--- config.mk ---
export PLATFORM = sky130hd
export DESIGN_NAME = xilly_lane_accum
export DESIGN_NICKNAME = d
export VERILOG_FILES = /design/src/rtl/xilly_lane_accum.sv
export SDC_FILE = /design/constraint.sdc
export NUM_CORES = 2
export LEC_CHECK = 0
export CORE_MARGIN = 1
export CORE_UTILIZATION = 50
export CTS_CLUSTER_SIZE = 8
export DETAILED_ROUTE_END_ITERATION = 10
export PLACE_DENSITY = 0.66
export SYNTH_ARGS = -nofsm -noshare
export SYNTH_HDL_FRONTEND = slang
export SYNTH_SLANG_ARGS = --single-unit
--- constraint.sdc ---
create_clock -name bus_clk -period 6.2 [get_ports bus_clk]
set_input_delay 0.62 -clock bus_clk [delete_from_list [all_inputs] [get_ports bus_clk]]
set_output_delay 0.62 -clock bus_clk [all_outputs]
set_load 0.01 [all_outputs]
--- src/rtl/xilly_lane_accum.sv ---
// Lane-wise block accumulator between a write FIFO and a read FIFO.
// Each word passes through pop -> accumulate -> push, so latency is three edges.
module xilly_lane_accum #(
  parameter int LANE_W    = 16,
  parameter int LANES     = 2,
  parameter int DEPTH     = 32,
  parameter int BLOCK_LEN = 512
) (
  input  logic                       bus_clk,
  input  logic                       quiesce,
  input  logic [1:0]                 mode,
  input  logic                       user_w_write_32_wren,
  input  logic [LANE_W*LANES-1:0]    user_w_write_32_data,
  output logic                       user_w_write_32_full,
  input  logic                       user_w_write_32_open,
  input  logic                       user_r_read_32_rden,
  output logic [LANE_W*LANES-1:0]    user_r_read_32_data,
  output logic                       user_r_read_32_empty,
  input  logic                       user_r_read_32_open,
  output logic                       block_done
);

  localparam int W  = LANE_W * LANES;
  localparam int AW = $clog2(DEPTH);
  localparam int CW = AW + 1;
  localparam int IW = (BLOCK_LEN > 1) ? $clog2(BLOCK_LEN) : 1;
  localparam logic [CW-1:0] DEPTH_CNT = CW'(DEPTH);
  localparam logic [CW:0]   ROOM_LIM  = (CW+1)'(DEPTH);
  localparam logic [IW-1:0] LAST_IDX  = IW'(BLOCK_LEN - 1);
  localparam logic [1:0]    MODE_WRAP = 2'b01;
  localparam logic [1:0]    MODE_SAT  = 2'b10;

  logic [W-1:0]  in_mem [DEPTH];
  logic [AW-1:0] in_wp, in_rp;
  logic [CW-1:0] in_cnt;
  logic [W-1:0]  out_mem [DEPTH];
  logic [AW-1:0] out_wp, out_rp;
  logic [CW-1:0] out_cnt;

  logic          wr_go, rd_go, pop, push;
  logic [CW:0]   committed;

  logic [IW-1:0] word_idx;
  logic [1:0]    mode_blk;
  logic          s1_valid, s1_first, s1_last;
  logic [1:0]    s1_mode;
  logic [W-1:0]  s1_data;
  logic          s2_valid, s2_last;
  logic [W-1:0]  s2_data;
  logic [W-1:0]  acc, acc_next, s2_next;
  logic [LANE_W-1:0] base, lane_res;
  logic [LANE_W:0]   sum;

  assign user_w_write_32_full  = (in_cnt == DEPTH_CNT);
  assign user_r_read_32_empty  = (out_cnt == '0);
  assign wr_go = user_w_write_32_wren & ~user_w_write_32_full & user_w_write_32_open;
  assign rd_go = user_r_read_32_rden & ~user_r_read_32_empty & user_r_read_32_open;
  assign push  = s2_valid;

  // Words already in the pipeline reserve output slots, so the read FIFO cannot overflow.
  assign committed = {1'b0, out_cnt} + (CW+1)'(s1_valid) + (CW+1)'(s2_valid);
  assign pop = (in_cnt != '0) && (committed < ROOM_LIM)
               && user_w_write_32_open && user_r_read_32_open;

  assign block_done = s2_valid & s2_last;

  always_ff @(posedge bus_clk) begin
    if (wr_go) in_mem[in_wp] <= user_w_write_32_data;
  end

  always_ff @(posedge bus_clk) begin
    if (quiesce || !user_w_write_32_open) begin
      in_wp  <= '0;
      in_rp  <= '0;
      in_cnt <= '0;
    end else begin
      if (wr_go) in_wp <= in_wp + 1'b1;
      if (pop)   in_rp <= in_rp + 1'b1;
      case ({wr_go, pop})
        2'b10:   in_cnt <= in_cnt + 1'b1;
        2'b01:   in_cnt <= in_cnt - 1'b1;
        default: in_cnt <= in_cnt;
      endcase
    end
  end

  always_ff @(posedge bus_clk) begin
    if (quiesce) begin
      word_idx <= '0;
      mode_blk <= 2'b00;
      s1_valid <= 1'b0;
      s1_first <= 1'b0;
      s1_last  <= 1'b0;
      s1_mode  <= 2'b00;
      s1_data  <= '0;
    end else begin
      if (!user_w_write_32_open)
        word_idx <= '0;
      else if (pop)
        word_idx <= (word_idx == LAST_IDX) ? '0 : word_idx + 1'b1;
      s1_valid <= user_r_read_32_open & pop;
      if (pop) begin
        s1_data  <= in_mem[in_rp];
        s1_first <= (word_idx == '0);
        s1_last  <= (word_idx == LAST_IDX);
        s1_mode  <= (word_idx == '0) ? mode : mode_blk;
        if (word_idx == '0) mode_blk <= mode;
      end
    end
  end

  always_comb begin
    acc_next = acc;
    s2_next  = s1_data;
    base     = '0;
    sum      = '0;
    lane_res = '0;
    for (int unsigned k = 0; k < LANES; k++) begin
      base     = s1_first ? '0 : acc[k*LANE_W +: LANE_W];
      sum      = {1'b0, base} + {1'b0, s1_data[k*LANE_W +: LANE_W]};
      lane_res = (s1_mode == MODE_SAT && sum[LANE_W]) ? '1 : sum[LANE_W-1:0];
      if (s1_mode == MODE_WRAP || s1_mode == MODE_SAT) begin
        acc_next[k*LANE_W +: LANE_W] = lane_res;
        s2_next[k*LANE_W +: LANE_W]  = lane_res;
      end
    end
  end

  always_ff @(posedge bus_clk) begin
    if (quiesce || !user_w_write_32_open)
      acc <= '0;
    else if (s1_valid && user_r_read_32_open)
      acc <= acc_next;
  end

  always_ff @(posedge bus_clk) begin
    if (quiesce || !user_r_read_32_open) begin
      s2_valid <= 1'b0;
      s2_last  <= 1'b0;
      s2_data  <= '0;
    end else begin
      s2_valid <= s1_valid;
      s2_last  <= s1_last;
      s2_data  <= s2_next;
    end
  end

  always_ff @(posedge bus_clk) begin
    if (push) out_mem[out_wp] <= s2_data;
  end

  always_ff @(posedge bus_clk) begin
    if (quiesce || !user_r_read_32_open) begin
      out_wp  <= '0;
      out_rp  <= '0;
      out_cnt <= '0;
    end else begin
      if (push)  out_wp <= out_wp + 1'b1;
      if (rd_go) out_rp <= out_rp + 1'b1;
      case ({push, rd_go})
        2'b10:   out_cnt <= out_cnt + 1'b1;
        2'b01:   out_cnt <= out_cnt - 1'b1;
        default: out_cnt <= out_cnt;
      endcase
    end
  end

  always_ff @(posedge bus_clk) begin
    if (quiesce)
      user_r_read_32_data <= '0;
    else if (rd_go)
      user_r_read_32_data <= out_mem[out_rp];
  end

endmodule

# Word-level counts from Yosys, hierarchy flattened
# Memories as Yosys holds them, arrays and structs flattened. A register that Yosys moved wholly into a read port is not among the register bits.
# Index checks and enable logic that the tools add are counted.
dict set report totals {
  ff_bits 112
  ram_bits 2048
  out_inout_bits 35
  elab_cells 81
  mem_count 2
}
dict set report classes {
  addsub 13
  magnitude_cmp 1
  n_eq_ne 8
  mux 14
  n_bitwise 9
  n_reduce_logical 19
}
# memory depth word_bits rd rd_clocked_by_memory_dff wr line_no
set memory_table {}
lappend memory_table {in_mem 32 32 1 1 1 33} ;# logic [W-1:0] in_mem [DEPTH];
lappend memory_table {out_mem 32 32 1 1 1 36} ;# logic [W-1:0] out_mem [DEPTH];
# op n
set ops {}
lappend ops {{$mux 16} 6}
lappend ops {{$add 16x16->17} 2}
lappend ops {{$pmux 6 s2} 2}
lappend ops {{$add 5x1->5 const B} 4}
lappend ops {{$add 6x1->6 const B} 2}
lappend ops {{$sub 6x1->6 const B} 2}
lappend ops {{$add 9x1->9 const B} 1}
lappend ops {{$eq 9x9->1 const B} 1}
lappend ops {{$logic_not 9->1} 1}
lappend ops {{$mux 9} 1}
lappend ops {{$add 6x1->7} 1}
lappend ops {{$add 7x1->7} 1}
lappend ops {{$lt 7x6->1 const B} 1}
lappend ops {{$and 1x1->1} 6}
lappend ops {{$eq 2x1->1 const B} 3}
lappend ops {{$eq 2x2->1 const B} 3}
lappend ops {{$eq 6x6->1 const B} 1}
lappend ops {{$logic_and 1x1->1} 6}
lappend ops {{$logic_not 6->1} 1}
lappend ops {{$reduce_bool 6->1} 1}
lappend ops {{$mux 1} 4}
lappend ops {{$reduce_and 2->1} 2}
lappend ops {{$reduce_bool 2->1} 2}
lappend ops {{$logic_or 1x1->1} 3}
lappend ops {{4 further kinds} 7}

# Depth between registers and ports, before layout
dict set report logic_depth {
  word_depth 8
  ltp_mapped 15
  depth_no_buf 13
}

# Worst setup path after synthesis
# OpenSTA, ideal clock, no wires.
dict set report synth_path {
  path_type {register to register}
  from {register out_wp[0]}
  to {memory out_mem[3][0] (netlist name), enable pin}
  setup_ns 0.461
  t_arrival_ns 3.166
  path_slack_ns 2.573
  path_stages_with_launch 5
  n_path_buf 0
  period_less_slack_ns 3.627
  cell_sequence {dfxtp_1 -> ha_1 -> nand2_1 -> or2_2 -> nor3_1}
}
# element line_no
set synth_rtl {}
lappend synth_rtl {{start, declared} 37} ;# logic [AW-1:0] out_wp, out_rp;
lappend synth_rtl {{start signal, assigned} 158} ;# if (push) out_wp <= out_wp + 1'b1;
lappend synth_rtl {{end, declared} 36}
# Straight into the memory's write port.

# Worst setup path in the final report
dict set report layout_path {
  from {register s2_valid, in the netlist push}
  to {register in_cnt[5]}
}
dict set report layout_via {
  elab_chain_cells 7
}
# element line_no
set layout_lines {}
lappend layout_lines {{start, declared} 48} ;# logic s2_valid, s2_last;
lappend layout_lines {{start signal, assigned} 142} ;# s2_valid <= s1_valid;
lappend layout_lines {{$add 7x1->7 (*)} 61} ;# assign committed = {1'b0, out_cnt} + (CW+1)'(s1_valid) + (CW+1)'(s2_valid);
lappend layout_lines {{$lt 7x6->1 (*)} 62} ;# assign pop = (in_cnt != '0) && (committed < ROOM_LIM)
lappend layout_lines {{$logic_and 1x1->1 (*)} 62}
lappend layout_lines {{$logic_and 1x1->1 (*) (2 in series)} 63} ;# && user_w_write_32_open && user_r_read_32_open;
lappend layout_lines {{$eq 2x1->1 / $eq 2x2->1 (equally long branches)} 79} ;# case ({wr_go, pop})
lappend layout_lines {{$pmux 6 s2 / $reduce_bool 2->1 (equally long branches)} --}
lappend layout_lines {{end signal, assigned} 80} ;# 2'b10: in_cnt <= in_cnt + 1'b1;
lappend layout_lines {{end signal, assigned} 81} ;# 2'b01: in_cnt <= in_cnt - 1'b1;
lappend layout_lines {{end signal, assigned} 82} ;# default: in_cnt <= in_cnt;
lappend layout_lines {{end, declared} 35} ;# logic [CW-1:0] in_cnt;
# Mark *: on every way between the ends. The rest lies on a longest branch, timed or not.
# A chain may end at the register's enable or synchronous reset.

==> metrics <==
status finished, final reports clean; number of global-route vias before repair 43135; Most common cell on crit path ha_1; Vias 41507; num rows 152; Leakage Power 29.64 nW; dpl cell area 90420 um^2; CTS buffer count 328; complex-gate fraction of the synthesized area 0.02641; crit path max fanout 21; Clock Skews 48.51 ps; setup TNS 0 ps; Top delay family on crit path adder cells; DRT iter0 DRCs 3899; Die Height 418.3 um; first-pass GRT wire length 286700 um; crit path kind register to register; fraction of registers with async set/reset 0; Syn Nets 4238; setup repair after global routing missed its margin false; final instance area 99490 um^2; FILL cells 12454; drt wl/cell 27.98 um; mux contribution to synthesized area 0.1677; largest family of logic cells by synthesized area multiplexers; Placer Congestion 0.7814; commonest non-fill, non-tap cell in the layout edfxtp_1; CP bufs+invs 1; Synth Area in XOR/XNOR 0.004952; total track usage 0.2242; hpwl dp 106500 um; leading area contributor after synthesis edfxtp_1; total die area 175000 um^2; Chip Width 418.3 um; Ys Warns 0; Yosys top cell area share 0.7097; Maximum Capacitance Violations 0; Final Hold Fails 0; register area share after synthesis 0.7503; Arr. time, crit path 4210 ps; CTS tree built; Synth area leaders edfxtp_1 71%, mux4_2 15%, dfxtp_1 4.1%; Max clock buf depth 4; Power Total 32.47 mW; synthesized area 86660 um^2; worst path cell trace ha_1 > a21oi_1 > nor2_1 > nor4_2 > buf_4 > ha_1 > ha_1 > a21o_1 > a21oi_1 > o21a_1 > o311ai_0 > xnor2_1 > nor2_1; Hold Slack 311.6 ps; port buffer count 74; clock sink count 2224; Core Region 171900 um^2; Final Setup Violations 0; root buffer cell clkbuf_16; Hold WC Path Type primary input to register; Clock Pin Slew Worst Setup and Hold Paths 50 ps; synthesized area per cell 20.95 um^2; I/O pin cnt 75; post-CTS setup buffers 0; cell depth of the worst flop-to-flop path 13; number of enable flip-flop cells after synthesis 2048; largest net degree at the start of global routing 107; Post-synth top flop edfxtp_1; cts hold-fix bufs 0; area share of fa/ha/maj cells after synthesis 0.009154; Starting Density 0.5041; synthesis-to-layout area growth 14.81%; most frequent cells in the layout 2048 x edfxtp_1, 576 x mux4_2, 334 x clkbuf_16; worst-skew pair later-pin latency 900 ps; worst slew pin tran 1294 ps; Routed WL 193300 um; Post-Synth Simple-Gate Area 0.02594; max-slew violation total from the final report 0; DRC viols 0; layout cells sized above 1 0.2656; nets@finish 4520; Final period util 0.5550; initial antenna violation count 2; VDD IR max 0.2976 mV; R2R Setup Slk 2760 ps; Via density 6.007; CP max-delay cell dfxtp_1; WHS Path Cells 1; fmax 290.6 MHz; Crit path largest cell delay 600 ps; Slew Limit Headroom 0.1362; multi-input logic area 20780 um^2; register bit total from synthesis 2224; register area 65050 um^2; Mapped Cells 4137; Yosys cell types 60; Crit path required time 6970 ps; Critical Path Stages 13; post_cts resized 0; crit end category register; H-tree depth 5; Tmin final 3441 ps; DRT Pass-1 Iters 5; Critical Path Start Type register; DRT antenna net count 0; Cell Pwr Density 326.3 nW/um^2; grt total ovfl 0
-- worst register-to-register path, stage by stage (launching register included) --
cell and delay, ps:
dfxtp_1 600, ha_1 320, a21oi_1 130, nor2_1 70, nor4_2 200, buf_4 310
ha_1 400, ha_1 300, a21o_1 180, a21oi_1 280, o21a_1 160, o311ai_0 150
xnor2_1 170, nor2_1 50
-- metal layers --
layer | wire [um] | GRT usage
met5 | 24 | 0
met4 | 4450 | 0.06550
met3 | 11930 | 0.03870
met2 | 96810 | 0.3719
met1 | 80120 | 0.3064
-- kinds of logic (layout without fill, tap and decap cells) --
kind of cell	Yosys count	after routing
flops	2224	2224
mux	716	716
simple gates	468	468
compound gates	369	369
buf+inv	250	711
fa+ha+maj	61	61
xor+xnor	49	49
other cells	0	2
-- synthesized netlist by cell type (29+ instances only) --
cell type,instances
o22ai_1,64
nor2b_1,103
nand2_1,106
nor2_1,158
buf_2,48
o21ai_0,74
mux2_1,29
buf_6,44
dfxtp_1,176
a21oi_1,91
mux2_2,100
edfxtp_1,2048
mux4_2,576
ha_1,57
clkbuf_1,117
o31ai_1,67
-- area by class of cell --
type / instances / share of cell area
Antenna cell: 2 / 0.00005030
Clock buffer: 500 / 0.09037
Clock inverter: 9 / 0.0008300
Inverter: 27 / 0.001019
Multi-Input combinational cell: 1663 / 0.2089
Sequential cell: 2224 / 0.6538
Tap cell: 2310 / 0.02905
Timing Repair Buffer: 175 / 0.01600
-- report_power, final --
part	leakage (nW)	total [mW]	internal, mW	switching [mW]
Sequential	18.9	16.4	16.3	0.0313
Combinational	6.40	0.312	0.0873	0.225
Clock	4.36	15.8	9.81	5.99
Total	29.6	32.5	26.2	6.24
-- worst paths after layout --
path                                              start                endpoint
worst min-delay path            user_w_write_32_data[5]            in_mem[5][5]
worst max register to register                     push               in_cnt[5]
worst max-delay path                               push               in_cnt[5]
worst min register to register   user_r_read_32_data[6]  user_r_read_32_data[6]
-- stage by stage --
step,std cells,utilization,setup WS (ps)
after global routing,6908,0.5787,2440
final,6910,0.5787,2759
after detailed placement,6399,0.5259,2280
after CTS,6908,0.5787,2759
after global placement,6399,0.5259,2294
after floorplan,4137,-,2573
-- state kept, by name (all words and copies together), names as in the netlist, 6 cells and up --
register             flops
s1_data                 32
s2_data                 32
out_mem               1024
word_idx                 9
user_r_read_32_data     32
in_mem                1024
in_cnt                   6
out_cnt                  6
acc                     32
No activity file was read; power rests on OpenSTA's default activity.
